## config.mk

```make
export PLATFORM = sky130hd
export DESIGN_NAME = audio_pwm_out
export DESIGN_NICKNAME = d
export VERILOG_FILES = /design/src/rtl/audio_pwm_out.sv
export SDC_FILE = /design/constraint.sdc
export NUM_CORES = 1
export LEC_CHECK = 0
export CAP_MARGIN = 20
export CORE_UTILIZATION = 56
export DETAILED_ROUTE_END_ITERATION = 7
export DONT_BUFFER_PORTS = 1
export MAX_ROUTING_LAYER = met4
export PLACE_DENSITY = 0.74
export SLEW_MARGIN = 40
export SYNTH_ARGS = -nofsm -noshare
export SYNTH_HDL_FRONTEND = slang
export SYNTH_SLANG_ARGS = --single-unit
```

## constraint.sdc

```tcl
create_clock -name clk -period 2.5 [get_ports clk]
set_input_delay 0.375 -clock clk [delete_from_list [all_inputs] [get_ports clk]]
set_output_delay 0.375 -clock clk [all_outputs]
set_load 0.005 [all_outputs]
```

## src/rtl/audio_pwm_out.sv

```systemverilog
// Sample FIFO feeding a 256-cycle PWM DAC. pwm_out lags cnt by one cycle; a new duty is loaded at cnt==255.
// No backpressure: samples arriving at a full FIFO are dropped (overflow); empty at wrap holds duty (underrun).

module audio_pwm_fifo #(
  parameter int DEPTH = 4,
  parameter int W     = 8
) (
  input  logic         clk,
  input  logic         rst_n,
  input  logic         push_vld,
  input  logic [W-1:0] push_dat,
  input  logic         pop_vld,
  output logic [W-1:0] pop_dat,
  output logic [4:0]   level
);
  localparam int AW = (DEPTH > 1) ? $clog2(DEPTH) : 1;

  logic [W-1:0]  mem [DEPTH];
  logic [AW-1:0] wr_ptr;
  logic [AW-1:0] rd_ptr;

  // Depth is a power of two, so pointers wrap naturally; occupancy lives in level.
  always_ff @(posedge clk or negedge rst_n) begin
    if (!rst_n) begin
      wr_ptr <= '0;
      rd_ptr <= '0;
      level  <= '0;
    end else begin
      if (push_vld) wr_ptr <= wr_ptr + 1'b1;
      if (pop_vld)  rd_ptr <= rd_ptr + 1'b1;
      case ({push_vld, pop_vld})
        2'b10:   level <= level + 5'd1;
        2'b01:   level <= level - 5'd1;
        default: level <= level;
      endcase
    end
  end

  always_ff @(posedge clk) begin
    if (push_vld) mem[wr_ptr] <= push_dat;
  end

  assign pop_dat = mem[rd_ptr];
endmodule

module audio_pwm_out #(
  parameter int FIFO_DEPTH = 4
) (
  input  logic       clk,
  input  logic       rst_n,
  input  logic [7:0] d_in,
  input  logic       d_valid,
  input  logic       clr_flags,
  output logic       pwm_out,
  output logic       sample_tick,
  output logic [4:0] fifo_level,
  output logic       overflow,
  output logic       underrun
);
  localparam logic [4:0] DEPTH_L = 5'(FIFO_DEPTH);

  logic [7:0] cnt;
  logic [7:0] duty_reg;
  logic [7:0] head_dat;
  logic       period_end;
  logic       fifo_empty;
  logic       fifo_full;
  logic       pop_vld;
  logic       push_vld;
  logic       drop;
  logic       starve;

  assign period_end = (cnt == 8'hFF);
  assign fifo_empty = (fifo_level == 5'd0);
  assign fifo_full  = (fifo_level == DEPTH_L);
  // Pop decision uses pre-push occupancy, so a sample arriving at the wrap waits a period.
  assign pop_vld    = period_end && !fifo_empty;
  assign push_vld   = d_valid && (!fifo_full || pop_vld);
  assign drop       = d_valid && fifo_full && !pop_vld;
  assign starve     = period_end && fifo_empty;

  audio_pwm_fifo #(
    .DEPTH (FIFO_DEPTH),
    .W     (8)
  ) u_fifo (
    .clk      (clk),
    .rst_n    (rst_n),
    .push_vld (push_vld),
    .push_dat (d_in),
    .pop_vld  (pop_vld),
    .pop_dat  (head_dat),
    .level    (fifo_level)
  );

  always_ff @(posedge clk or negedge rst_n) begin
    if (!rst_n) begin
      cnt         <= 8'd0;
      duty_reg    <= 8'd128;
      pwm_out     <= 1'b0;
      sample_tick <= 1'b0;
      overflow    <= 1'b0;
      underrun    <= 1'b0;
    end else begin
      cnt         <= cnt + 8'd1;
      pwm_out     <= (cnt < duty_reg);
      sample_tick <= pop_vld;
      // Flipping the sign bit turns two's complement into offset-binary duty.
      if (pop_vld) duty_reg <= {~head_dat[7], head_dat[6:0]};
      overflow    <= drop   || (overflow && !clr_flags);
      underrun    <= starve || (underrun && !clr_flags);
    end
  end
endmodule
```

# --- Yosys cells after proc, flatten, opt, wreduce, memory -nomap -nowiden ---
# Memory sizes are Yosys's and may differ from the RTL's.
# Index checks and enable logic that the tools add are counted.
word_totals:
  out_inout_bits: 9
  mem_count: 1
  inputBits: 12
  reg_bits: 29
  ramBits: 32
  wordCells: 40
op_classes:
  bitwise: 1
  n_reduce_logical: 16
  n_eq_ne: 4
  n_lt_le_gt_ge: 1
  add_sub_neg: 5
  mux: 3
memory_table:
  columns: ["name", "words", "word_bits", "rd", "rd_clocked_by_memory_dff", "wr", "line_no", "source"]
  rows:
  - ["u_fifo.mem", 4, 8, 1, 0, 1, "18", "logic [W-1:0] mem [DEPTH];"]
ops:
  columns: ["operator", "count"]
  rows:
  - ["$pmux 5 s2", 1]
  - ["$add 8x1->8 const B", 1]
  - ["$eq 8x8->1 const B", 1]
  - ["$lt 8x8->1", 1]
  - ["$logic_and 1x1->1", 7]
  - ["$add 5x1->5 const B", 1]
  - ["$eq 5x3->1 const B", 1]
  - ["$logic_not 5->1", 1]
  - ["$sub 5x1->5 const B", 1]
  - ["$add 2x1->2 const B", 2]
  - ["$logic_not 1->1", 4]
  - ["$logic_or 1x1->1", 3]
  - ["$eq 2x1->1 const B", 1]
  - ["$eq 2x2->1 const B", 1]
  - ["$mux 1", 2]
  - ["$reduce_bool 2->1", 1]
  - ["$not 1->1", 1]

# --- Logic depth before layout (Yosys ltp) ---
logic_depth:
  depth_word: 7
  mapped_depth: 13
  mapped_depth_nobuf: 13

# --- Modules after synthesis ---
# A second synthesis with hierarchy kept.
hier_totals:
  hier_cells: 181
  hier_area_um2: 2742.6
by_module_without_submodules:
  columns: ["module", "seq_area_each_um2", "instances", "cells_each", "area_per_inst_um2"]
  rows:
  - ["audio_pwm_fifo", 1186.1, 1, 101, 1760.4]
  - ["audio_pwm_out", 501.7, 1, 80, 982.2]

# --- Least setup slack after synthesis ---
# Ideal clock, no wire load.
synth_timing:
  path_type: "register to register"
  startpoint: "reg cnt[1]"
  endpoint: "reg u_fifo.level[4]"
  path_stages_with_launch: 14
  slack_ns: 0.139
  required_ns: 2.364
  period_less_slack_ns: 2.361
  setup_ns: 0.136
  arrival_ns: 2.225
  n_path_buf: 0
  cell_sequence: "dfrtp_1 -> ha_1 -> and4_1 -> nand4_2 -> nand2b_4 -> nor2_1 -> xor2_1 -> ha_1 -> nand3_1 -> a21oi_1 -> o211a_1 -> a31oi_1 -> o41ai_2 -> xor2_1"
synth_between:
  elab_chain_len: 6
  elab_cells_between_ends: 8
  classes_between: "eq/ne: 3; mux: 1; reduce/logical: 4"
synth_rtl:
  columns: ["item", "line_no", "source"]
  rows:
  - ["from (decl)", "62", "logic [7:0] cnt;"]
  - ["from (signal assigned)", "104", "cnt <= cnt + 8'd1;"]
  - ["$eq 8x8->1 *", "73", "assign period_end = (cnt == 8'hFF);"]
  - ["$logic_and 1x1->1 *", "77", "assign pop_vld = period_end && !fifo_empty;"]
  - ["$logic_or 1x1->1", "78", "assign push_vld = d_valid && (!fifo_full || pop_vld);"]
  - ["$logic_and 1x1->1", "78", null]
  - ["$eq 2x1->1 or $eq 2x2->1 (tied branches)", "31", "case ({push_vld, pop_vld})"]
  - ["$pmux 5 s2 or $reduce_bool 2->1 (tied branches)", null, null]
  - ["to (signal assigned)", "32", "2'b10: level <= level + 5'd1;"]
  - ["to (signal assigned)", "33", "2'b01: level <= level - 5'd1;"]
  - ["to (signal assigned)", "34", "default: level <= level;"]
  - ["to (decl)", "14", "output logic [4:0] level"]
# Mark *: on every way between the ends. The rest lies on a longest branch, timed or not.
# A chain may end at the register's enable or synchronous reset.

# --- Worst setup path after layout ---
# Ends and elaborated chain as after synthesis.

==> metrics.txt <==
outcome complete, no violations; synthesis warning total 0; relative slew slack ~61%; Longest Clk Path Bufs 2; Synthesized Nets between 200 and 250; number of standard cells after synthesis around 190; Hold Path Origin clr_flags; Setup Crit Path Kind reg2reg; share of the cycle needed by the critical path after routing 96.4%; initial antenna violation count 0; Clk Tree Root Cell clkbuf_8; most frequent cells in the layout 32 x edfxtp_1, 28 x dfrtp_1, 13 x inv_1; post-synthesis xor/xnor area fraction between 4 and 5%; most common cell after layout, fill and taps aside edfxtp_1; number of design rule violations left after detail routing 0; final setup violation count 0; highest attainable clock frequency just over 400 MHz; 1st-pass router iterations 4; I/O pin cnt 21; Final #Nets 226; core box area between 4000 and 5000 sq um; startpoint of the most critical register-to-register path cnt[1]; antenna fix cells 0; count of fill cells added during filler insertion 340; setup skew after layout just over 0.01 ns; r2r setup slk approximately 0.091 ns; CTS tree built; ratio of total power to cell area slightly below 900 nW/um^2; worst hold margin between 0.1 and 0.15 ns; main combinational cell family by area after synthesis multiplexers; Synth cell types 40; die span in y ~72 um; kind of path behind the tightest hold check in2reg; slew at the pin with the worst max-slew slack 0.583 ns; post-synth top area cell edfxtp_1; WP data arrival 2.62 ns; mapped cell area 2760 sq um; Non-Filler Instances around 270; RePlAce Congestion 0.820; overall power consumption ~0.0028 W; clock latency on the worst-skew pair approximately 0.34 ns; number of pins with negative max-slew slack in the final report 0; number of max-cap violations 0; vias in the first global route roughly 1,600; global-route wire length before repair slightly above 7 mm; Max rail drop VDD between 500 and 600 uV; Inst Count DP 252; Non-Filler Cell Area, Final between 3000 and 4000 sq um; category of the worst setup path capture point register; final critical-path required period ~2.4 ns; Simple-Gate Fraction of Synth Area approximately 8%; clock buffer count from CTS 9; Synth top area share 34.8%; Post-DP HPWL about 3 mm; post-synthesis sequential area ratio between 60% and 70%; Initial Utilization roughly 58%; CP max FO 3; Layout Area Growth over Synthesis 13.7%; number of H-tree branching levels 3; type of element launching the critical path register; Post-Place Cell Area around 2800 sq um; via count approximately 1,500; register bit total from synthesis 61; average via count per standard cell 5.57; leakage power ~1.2 nW; share of the core filled with cells 66.4%; required time of the worst setup path between 2 and 3 ns; quantity of I/O buffers inserted on ports 0; per-cell routed wire length 16.3 um; pin count of the biggest net entering global routing 30; Die X 72.2 um; final hold violation count 0; Adder-Cell Fraction of Synth Area under 10%; grt ovf 0; all-layer global routing usage just under 20%; num rows 25; die outline area between 5000 and 6000 sq um; wire length after detailed routing 4.43 mm; clock input transition at the sequential cells of the worst setup and hold paths around 0.07 ns; total number of clock tree sinks 61; fraction of layout instances using a drive strength above 1 between 20% and 30%; count of antenna-violating nets left after detailed routing 0; post-synthesis area per instance ~15 sq um; Compound-Gate Fraction of Synth Area under 10%; startpoint of the most critical setup path cnt[1]; multiplexer area fraction after synthesis a little over a tenth; Largest register FFs 32; leading post-synthesis cells by cell area edfxtp_1 35%, dfrtp_1 25%, mux4_2 6.5%; DRT iter0 DRCs 84
[synth_stat cells]
cell type  number
and2_1          4
nand2_1         8
nand2b_4        1
mux4_2          8
o41ai_2         1
a21oi_1         2
mux2_2          8
xnor2_1         8
o21a_1          2
dfrtp_1        28
a32oi_1         1
mux2_4          2
buf_1           1
and4_1          1
nor2_1          8
nand4_2         1
o211a_1         1
nor4_4          1
a21o_4          1
buf_2           3
a21boi_0        1
dfstp_2         1
a22oi_1         1
inv_1          13
xor2_1          5
o41ai_1         1
nand2_2         1
ha_1           14
and2b_2         1
o21ai_0         8
nor4_1          1
buf_6           2
edfxtp_1       32
o21a_2          1
o22ai_1         1
nor2b_2         1
buf_4           1
nand3_1         4
nor3_1          5
a31oi_1         2
[metrics by stage]
step / TNS [ns] / setup WS [ns]
5_1_grt: -0.00927 / -0.00927
3_5_place_dp: -0.0296 / -0.0296
4_1_cts: 0 / 0.0275
6_report: 0 / 0.0911
3_3_place_gp: 0 / 0.131
2_1_floorplan: 0 / 0.139
[kinds of logic (layout without fill, tap and decap cells)]
group / Yosys count / in the layout
AO/OA/AOI/OAI: 23 / 23
XOR/XNOR: 13 / 13
adder cells (fa/ha/maj): 14 / 14
buffers and inverters: 20 / 39
flip-flops: 61 / 61
multiplexers: 18 / 18
AND/OR/NAND/NOR: 37 / 37
[routing by layer]
metal  wire length [um]  global-route usage [%]  vias up  share of wire [%]
li1                   -                       -      703                  -
met1               1960                    23.1      761                 44
met2               2180                    30.5       35                 49
met3                149                    5.42       15                3.4
met4                138                    12.9        0                3.1
met5                  0                       -        -                  0
[report_power, final]
group	leakage [nW]	switching [W]	total [W]	internal (W)
Sequential	0.665	0.0000832	0.00132	0.00123
Combinational	0.479	0.000303	0.000543	0.000240
Clock	0.105	0.000383	0.000938	0.000555
Total	1.25	0.000769	0.00280	0.00203
[worst max-delay path: stages, from the launching register on]
cell      delay, ns
dfrtp_1        0.42
ha_4           0.17
and4_4         0.21
nand4_2        0.11
nand2b_4       0.17
nor2_4         0.17
ha_1           0.30
nand3_1        0.10
a21oi_1        0.05
o211a_1        0.15
a31oi_1        0.18
o41ai_2        0.11
xor2_1         0.17
[what timing repair did]
action / in CTS / in global routing
cloned: 0 / 0
pin swaps: 0 / 4
hold endpoints to repair: 29 / 0
hold buffers: 2 / 0
setup endpoints to repair: 1 / 33
resized for setup: 1 / 7
buffers inserted: 0 / 2
[layout make-up]
type	count	area [sq um]	area share, %
Sequential cell	61	1690	53.8
Multi-Input combinational cell	105	1010	32.2
Clock buffer	9	124	3.95
Timing Repair Buffer	10	90.1	2.87
Clock inverter	7	90.1	2.87
Tap cell	67	83.8	2.67
Inverter	13	48.8	1.56
[worst paths after layout]
check | to | depth (start not counted)
max | u_fifo.level[4] | 12
max in group asynchronous | duty_reg[7] | 2
min | overflow | 1
min reg2reg | duty_reg[7] | 2
min in group asynchronous | underrun | 2
max reg2reg | u_fifo.level[4] | 12
(Power assumes the default switching activity.)
